## config.mk

```make
export PLATFORM = sky130hd
export DESIGN_NAME = tdm_partition_sched
export DESIGN_NICKNAME = d
export VERILOG_FILES = /design/src/rtl/tdm_partition_sched.sv
export SDC_FILE = /design/constraint.sdc
export NUM_CORES = 1
export LEC_CHECK = 0
export CAP_MARGIN = 10
export CORE_MARGIN = 2
export CORE_UTILIZATION = 30
export DETAILED_ROUTE_END_ITERATION = 12
export GPL_TIMING_DRIVEN = 0
export HOLD_SLACK_MARGIN = 0.08
export SLEW_MARGIN = 20
export SYNTH_ARGS = -nofsm -noshare
export SYNTH_HDL_FRONTEND = slang
export SYNTH_SLANG_ARGS = --single-unit
```

## constraint.sdc

```tcl
create_clock -name clk -period 5.85 [get_ports clk]
set_input_delay 1.4625 -clock clk [delete_from_list [all_inputs] [get_ports clk]]
set_output_delay 1.4625 -clock clk [all_outputs]
set_load 0.01 [all_outputs]
```

## src/rtl/tdm_partition_sched.sv

```systemverilog
// Time-division scheduler: rotates ownership of one shared output among
// NPART partitions. Each owned slot lasts SLOT_LEN cycles and is followed by
// FLUSH_LEN scrub cycles in which nothing is driven. Every partition keeps a
// private 3-state sub-FSM that only advances while it owns the output.
module tdm_partition_sched #(
    parameter int WIDTH     = 16,
    parameter int NPART     = 4,
    parameter int SLOT_LEN  = 10,
    parameter int FLUSH_LEN = 1,
    localparam int PW       = $clog2(NPART)
) (
    input  logic                   clk,
    input  logic                   rst_n,
    input  logic                   en,
    input  logic [NPART-1:0]       part_mask,
    input  logic [NPART*WIDTH-1:0] data,
    output logic [WIDTH-1:0]       out,
    output logic                   out_valid,
    output logic [PW-1:0]          cur_part,
    output logic                   in_flush,
    output logic [1:0]             sub_state
);

    localparam int MAX_LEN = (SLOT_LEN > FLUSH_LEN) ? SLOT_LEN : FLUSH_LEN;
    localparam int TW      = $clog2(MAX_LEN);

    localparam logic [TW-1:0] SLOT_LAST  = TW'(SLOT_LEN - 1);
    localparam logic [TW-1:0] FLUSH_LAST = TW'(FLUSH_LEN - 1);
    localparam logic [TW-1:0] TIMER_ONE  = TW'(1);

    localparam logic [1:0] SUB_IDLE = 2'd0;
    localparam logic [1:0] SUB_RUN  = 2'd1;
    localparam logic [1:0] SUB_HOLD = 2'd2;

    typedef enum logic {
        G_FLUSH = 1'b0,
        G_SLOT  = 1'b1
    } gstate_t;

    // Registered state
    gstate_t          state_q;
    logic [TW-1:0]    timer_q;
    logic [PW-1:0]    part_q;
    logic             fresh_q;       // first selection after reset: search from index 0
    logic [1:0]       sub_q [NPART];
    logic [WIDTH-1:0] out_q;
    logic             valid_q;

    // Next-state values
    gstate_t          state_d;
    logic [TW-1:0]    timer_d;
    logic [PW-1:0]    part_d;
    logic             fresh_d;
    logic [WIDTH-1:0] out_d;
    logic             valid_d;
    logic             sub_we;
    logic [1:0]       own_sub;
    logic [1:0]       own_sub_nxt;
    logic [WIDTH-1:0] own_data;
    logic             own_active;

    // Owner search result
    logic             pick_found;
    logic [PW-1:0]    pick_idx;

    // Round-robin search for the next eligible partition. Normally it starts
    // just after the current owner (wrapping, so the owner itself is the last
    // candidate); straight out of reset it starts at index 0 inclusive.
    function automatic logic [PW:0] pick_next(
        input logic [NPART-1:0] mask,
        input logic [PW-1:0]    cur,
        input logic             fresh
    );
        logic [PW:0] result;
        int          cand;
        result = '0;
        for (int k = NPART - 1; k >= 0; k--) begin
            cand = fresh ? k : (int'(cur) + 1 + k) % NPART;
            // iterate backwards so the lowest k (earliest candidate) wins
            if (mask[cand]) begin
                result = {1'b1, PW'(cand)};
            end
        end
        return result;
    endfunction

    // Decide the next owner from the live mask; only consumed at flush end
    always_comb begin
        {pick_found, pick_idx} = pick_next(part_mask, part_q, fresh_q);
    end

    // Owner's sub-FSM transition, computed from its own data only
    always_comb begin
        own_data   = data[int'(part_q)*WIDTH +: WIDTH];
        own_sub    = sub_q[part_q];
        own_active = (own_data != '0);
        unique case (own_sub)
            SUB_IDLE: own_sub_nxt = own_active ? SUB_RUN : SUB_IDLE;
            SUB_RUN:  own_sub_nxt = own_active ? SUB_RUN : SUB_HOLD;
            SUB_HOLD: own_sub_nxt = own_active ? SUB_RUN : SUB_IDLE;
            default:  own_sub_nxt = SUB_IDLE;   // illegal encoding recovers to IDLE
        endcase
    end

    // Global FLUSH/SLOT sequencing, timer and registered output selection
    always_comb begin
        // NOTE: every variable gets a default before any branch, so no path
        // leaves one unassigned and no latch is inferred.
        state_d = state_q;
        timer_d = timer_q;
        part_d  = part_q;
        fresh_d = fresh_q;
        out_d   = '0;
        valid_d = 1'b0;
        sub_we  = 1'b0;

        if (en) begin
            unique case (state_q)
                G_FLUSH: begin
                    if (timer_q != '0) begin
                        timer_d = timer_q - TIMER_ONE;
                    end else if (pick_found) begin
                        part_d  = pick_idx;
                        state_d = G_SLOT;
                        timer_d = SLOT_LAST;
                        fresh_d = 1'b0;
                    end else begin
                        timer_d = FLUSH_LAST;   // nobody eligible: scrub again
                    end
                end
                G_SLOT: begin
                    sub_we = 1'b1;
                    if (timer_q != '0) begin
                        timer_d = timer_q - TIMER_ONE;
                        if (own_sub_nxt == SUB_RUN) begin
                            out_d   = own_data;
                            valid_d = 1'b1;
                        end
                    end else begin
                        // last slot edge: sub-FSM step still commits, output cleared
                        state_d = G_FLUSH;
                        timer_d = FLUSH_LAST;
                    end
                end
                default: begin
                    state_d = G_FLUSH;
                    timer_d = FLUSH_LAST;
                end
            endcase
        end
    end

    // State register with asynchronous reset
    always_ff @(posedge clk or negedge rst_n) begin
        if (!rst_n) begin
            state_q <= G_FLUSH;
            timer_q <= FLUSH_LAST;
            part_q  <= '0;
            fresh_q <= 1'b1;
            out_q   <= '0;
            valid_q <= 1'b0;
            // NOTE: the sub-state array is small and must not leak across a
            // reset, so every entry is cleared rather than left unreset.
            for (int p = 0; p < NPART; p++) begin
                sub_q[p] <= SUB_IDLE;
            end
        end else begin
            // NOTE: non-blocking assignments keep every register updating from
            // the same pre-edge values, independent of statement order.
            state_q <= state_d;
            timer_q <= timer_d;
            part_q  <= part_d;
            fresh_q <= fresh_d;
            out_q   <= out_d;
            valid_q <= valid_d;
            if (sub_we) begin
                sub_q[part_q] <= own_sub_nxt;
            end
        end
    end

    assign out       = out_q;
    assign out_valid = valid_q;
    assign cur_part  = part_q;
    assign in_flush  = (state_q == G_FLUSH);
    assign sub_state = sub_q[part_q];

endmodule
```

Yosys cells after proc, flatten, opt, wreduce, memory -nomap -nowiden
Cells that the tools add are included.

word-level totals
  register bits = 33
  input bits = 71
  output and inout port bits = 22
  logic and storage cells = 89

cells by class
  order comparisons = 6
  reductions and logical operators = 10
  mux-type cells = 47
  add/subtract/negate cells = 5
  bitwise operators = 7
  equality and inequality tests = 3
  shift operators = 1

operator list
  cell                     number
  $lt A32 B4 Y1 const B    4
  $mux W32                 4
  $add A32 B3 Y32 const B  2
  $mux W16                 4
  $shiftx A64 B7 Y16       1
  $add A32 B2 Y32 const B  1
  $mux W1                  18
  $reduce_bool A16 Y1      1
  $mux W3                  4
  $mux W4                  3
  $reduce_or A2 Y1         5
  $bmux W1 S2              4
  $bwmux W8                1
  $mux W2                  4
  $pmux W4 S2              1
  $bmux W2 S2              1
  $demux W2 S2             1
  $eq A2 B1 Y1 const B     2
  $pmux W2 S2              1
  $reduce_and A4 Y1        1
  $reduce_bool A4 Y1       1
  $sub A4 B1 Y4 const B    1
  $add A2 B1 Y3 const B    1
  $and A1 B1 Y1            3
  9 further kinds          10

Logic depth before layout (Yosys ltp)
  word-level depth = 15
  mapped depth = 10
  mapped depth without buffers = 7

Worst setup path after synthesis
No wires, ideal clock.

  kind = reg2out
  start point = register part_q[0] (netlist: cur_part[0])
  end point = output sub_state[0]
  stages on the path, launching flop included = 5
  data arrival time = 1.466 ns
  setup slack = 2.921 ns
  buffers on the path = 3
  required time = 4.388 ns
  cells stage by stage = dfrtp_1 buf_6 buf_6 buf_6 mux4_2

between the ends
  word-level cells in the longest chain between the ends = 4

RTL lines
  element                                      RTL line  source
  from (decl)                                  43        logic [PW-1:0] part_q;
  from (signal assigned)                       172       part_q <= part_d;
  $not A2 Y3 (implied by the code)             186       assign sub_state = sub_q[part_q];
  $bmux W2 S2                                  186
  $mux W2 (implied by the code) (2 in series)  186
  to (decl)                                    21        output logic [1:0] sub_state

Every way passes these cells. The select of a mux whose other input is x is not followed.

Worst setup path in the final report
Ends and elaborated chain as after synthesis.

==> impl_metrics.toml <==
[sta]
period_share_pct = 64.4
fin_hold_ws_ns = 0.483
fmax_mhz = 266
setup_viol = 0
slew_headroom_pct = 57.5
slew_viol_final = 0
skew_ns = 0.00242
max_slew.worst_pin.slew_ns = 0.638
rsz0062_at_grt = "false"
final-hold-violation-count = 0
setup_slack_ns = 2.08
setup-tns-final_ns = 0
fin_crit_ns = 3.77

[power]
p_leak_nw = 1.20
ir_worst_vdd_uv = 216
power_mw = 1.10
pwr_density_cell_mw_per_mm2 = 368

[critical_path]
worstSetupEndpoint = "sub_state[0]"
critPathMaxStageDelay_ns = 0.54
path_buf_inv = 4
slowest_stage = "mux4_2"
timing.rr.start = "cur_part[1]"
cp.required_ns = 4.39
cp-startpoint = "cur_part[0]"
critPathArrivalTime_ns = 2.30
start_kind = "flip-flop"
r2r.worst_path.cells = 7
crit_path_frequent_cell = "buf_6"
r2r_end = "out[8]"
crit_type = "flip-flop to output pin"
crit_family = "buffers and inverters"
crit_cells = 5
path_cells = "buf_6 -> buf_6 -> buf_6 -> mux4_2 -> clkdlybuf4s50_1"
regToRegSetupSlack_ns = 3.25
cp-end-kind = "output pin"
path_max_fanout = 10

[outcome]
outcome = "completed"

[cts]
cts_buffers = 5
cts_hold_buf = 0
cts.path.max_buffers = 2
cts.sinks = 33
cts-htree-levels = 2
cts_resized = 0
root_buffer = "clkbuf_8"
clk_latency_ns = 0.28
clk_pin_slew_worst_paths_ns = 0.07
cts_tree = "built"
post_cts_buffers = 0

[yosys]
yosys_most_used_dff = "dfrtp_1"
synth_area_leader_cell = "dfrtp_1"
ys_seq_area_share_pct = 44.6
synth_edf_count = 0
syn-num-nets = 231
synthTopCellsByArea = "dfrtp_1, mux4_2, and2_1, nand2_1, ha_1"
synth_top_area_share_pct = 43.2
ys_warn_count = 0
ys_types = 31
synth.avg_cell_area_um2 = 11.9
async_flop_share_pct = 100
netlist_area_mm2 = 0.00185
synth_cells = 156
synth_seq_cells = 33

[cells_and_area]
final_common_cell = "clkdlybuf4s50_1"
final_cell_mix = "clkdlybuf4s50_1, dfrtp_1, mux4_2, and2_1, nand2_1"
area_delta_synth_final_pct = 61.0
drive_above_1_share_pct = 13.2
nets = 331
fin_util_pct = 50.1
antenna_cells = 0

[global_routing]
grt_first_pass_wirelength_um = 8070
antenna_found_initial = 0
gr-total-overflow = 0
grt_max_degree = 32
grt_pass1_vias = 1515
grtUsageTotal_pct = 16.2

[floorplan]
initial_core_util_pct = 31.1
num_io_pins = 93
num_rows = 28
design.die.area_mm2 = 0.00682
dieWidth_um = 82.6
die_y_um = 82.6
core_area_mm2 = 0.00596

[route]
firstDrtPassIters = 4
num_vias = 1601
final_antenna_net_count = 0
wl_per_cell_um = 16.5
routed_wirelength_um = 5480
drc = 0
drt_iter0_drc = 60
avgViaCountPerCell = 4.82

[min_path]
hold_class = "flip-flop to flip-flop"
min_delay_path_depth = 2

[placement]
post-place-ws_ns = 2.25
io_buffers = 92
gp_congestion = 0.741
hpwl_um = 4410

[job]
drv_cap = 0
state kept, by name, indices dropped and copies added, names as in the netlist:
signal,cells
timer_q,4
out_valid,1
cur_part,2
state_q,1
sub_q,8
fresh_q,1
out,16
how the worst min path moves through the flow:
stage / slack (ns) / end / from
final: 0.48 / sub_q[1] / sub_q[1]
after global routing: 0.51 / sub_q[3] / sub_q[3]
after CTS: 0.49 / sub_q[4] / sub_q[4]
after detailed placement: 0.47 / sub_q[4] / sub_q[4]
after global placement: 0.46 / sub_q[2] / sub_q[2]
after floorplan: 0.44 / sub_q[2] / sub_q[2]
layer usage:
metal  routed length [um]  GRT usage [%]  up-vias  share of wire [%]
li1                     -              -      780                  -
met1                 2230           20.8      764                 41
met2                 2840           27.4       50                 52
met3                  337           2.83        7                6.1
met4                   71           5.90        0                1.3
met5                    0              0        -                  0
synth_stat cells, types with 2 or more instances:
master and instances:
nand3b_1 2, o21ai_1 4, nor3_1 2, buf_6 4, o21ai_0 10, nand2_1 15, nor4_1 7, ha_1 4
nor2b_1 2, nand3_1 4, mux4_2 18, nor2_1 7, and2_1 17, a21oi_1 2, dfrtp_1 32, clkbuf_1 3
a221oi_1 3, inv_1 5, nand2b_1 3
area by class of cell:
class	count	area, um2
multi-input cells	111	951
flip-flops and latches	33	827
clock buffers	7	96.3
clock inverters	1	5.00
fillers	553	2970
plain buffers	7	56.3
repair buffers	93	936
well taps	75	93.8
inverters	5	18.8
report_power, final:
part | leakage, nW | total, mW | switching (mW) | internal (mW)
Clock | 0.0542 | 0.190 | 0.0835 | 0.106
Sequential | 0.437 | 0.327 | 0.0366 | 0.291
Combinational | 0.708 | 0.581 | 0.263 | 0.318
Total | 1.20 | 1.10 | 0.383 | 0.715
cells by family (layout without fill, tap and decap cells):
group           Yosys count  after routing  synth area share (%)
simple gates             64             64                  18.6
flops                    33             33                  44.6
compound gates           25             25                  8.17
mux                      18             18                  21.9
buf+inv                  12            113                  4.05
fa+ha+maj                 4              4                  2.70
tightest hold or removal path: cells and delay by family (launching register included):
family / cells / cell delay, ns
AOI/OAI and AO/OA: 1 / 0.06
DFF: 1 / 0.34
and+or+nand+nor: 1 / 0.05
metrics by stage:
| step | instance area [um2] | cells |
|---|---|---|
| floorplan | 1850 | 156 |
| global placement | 2870 | 323 |
| detailed placement | 2880 | 324 |
| CTS | 2980 | 332 |
| global route | 2980 | 332 |
| finish | 2980 | 332 |
Note: power is estimated with default switching activity, not from simulation.
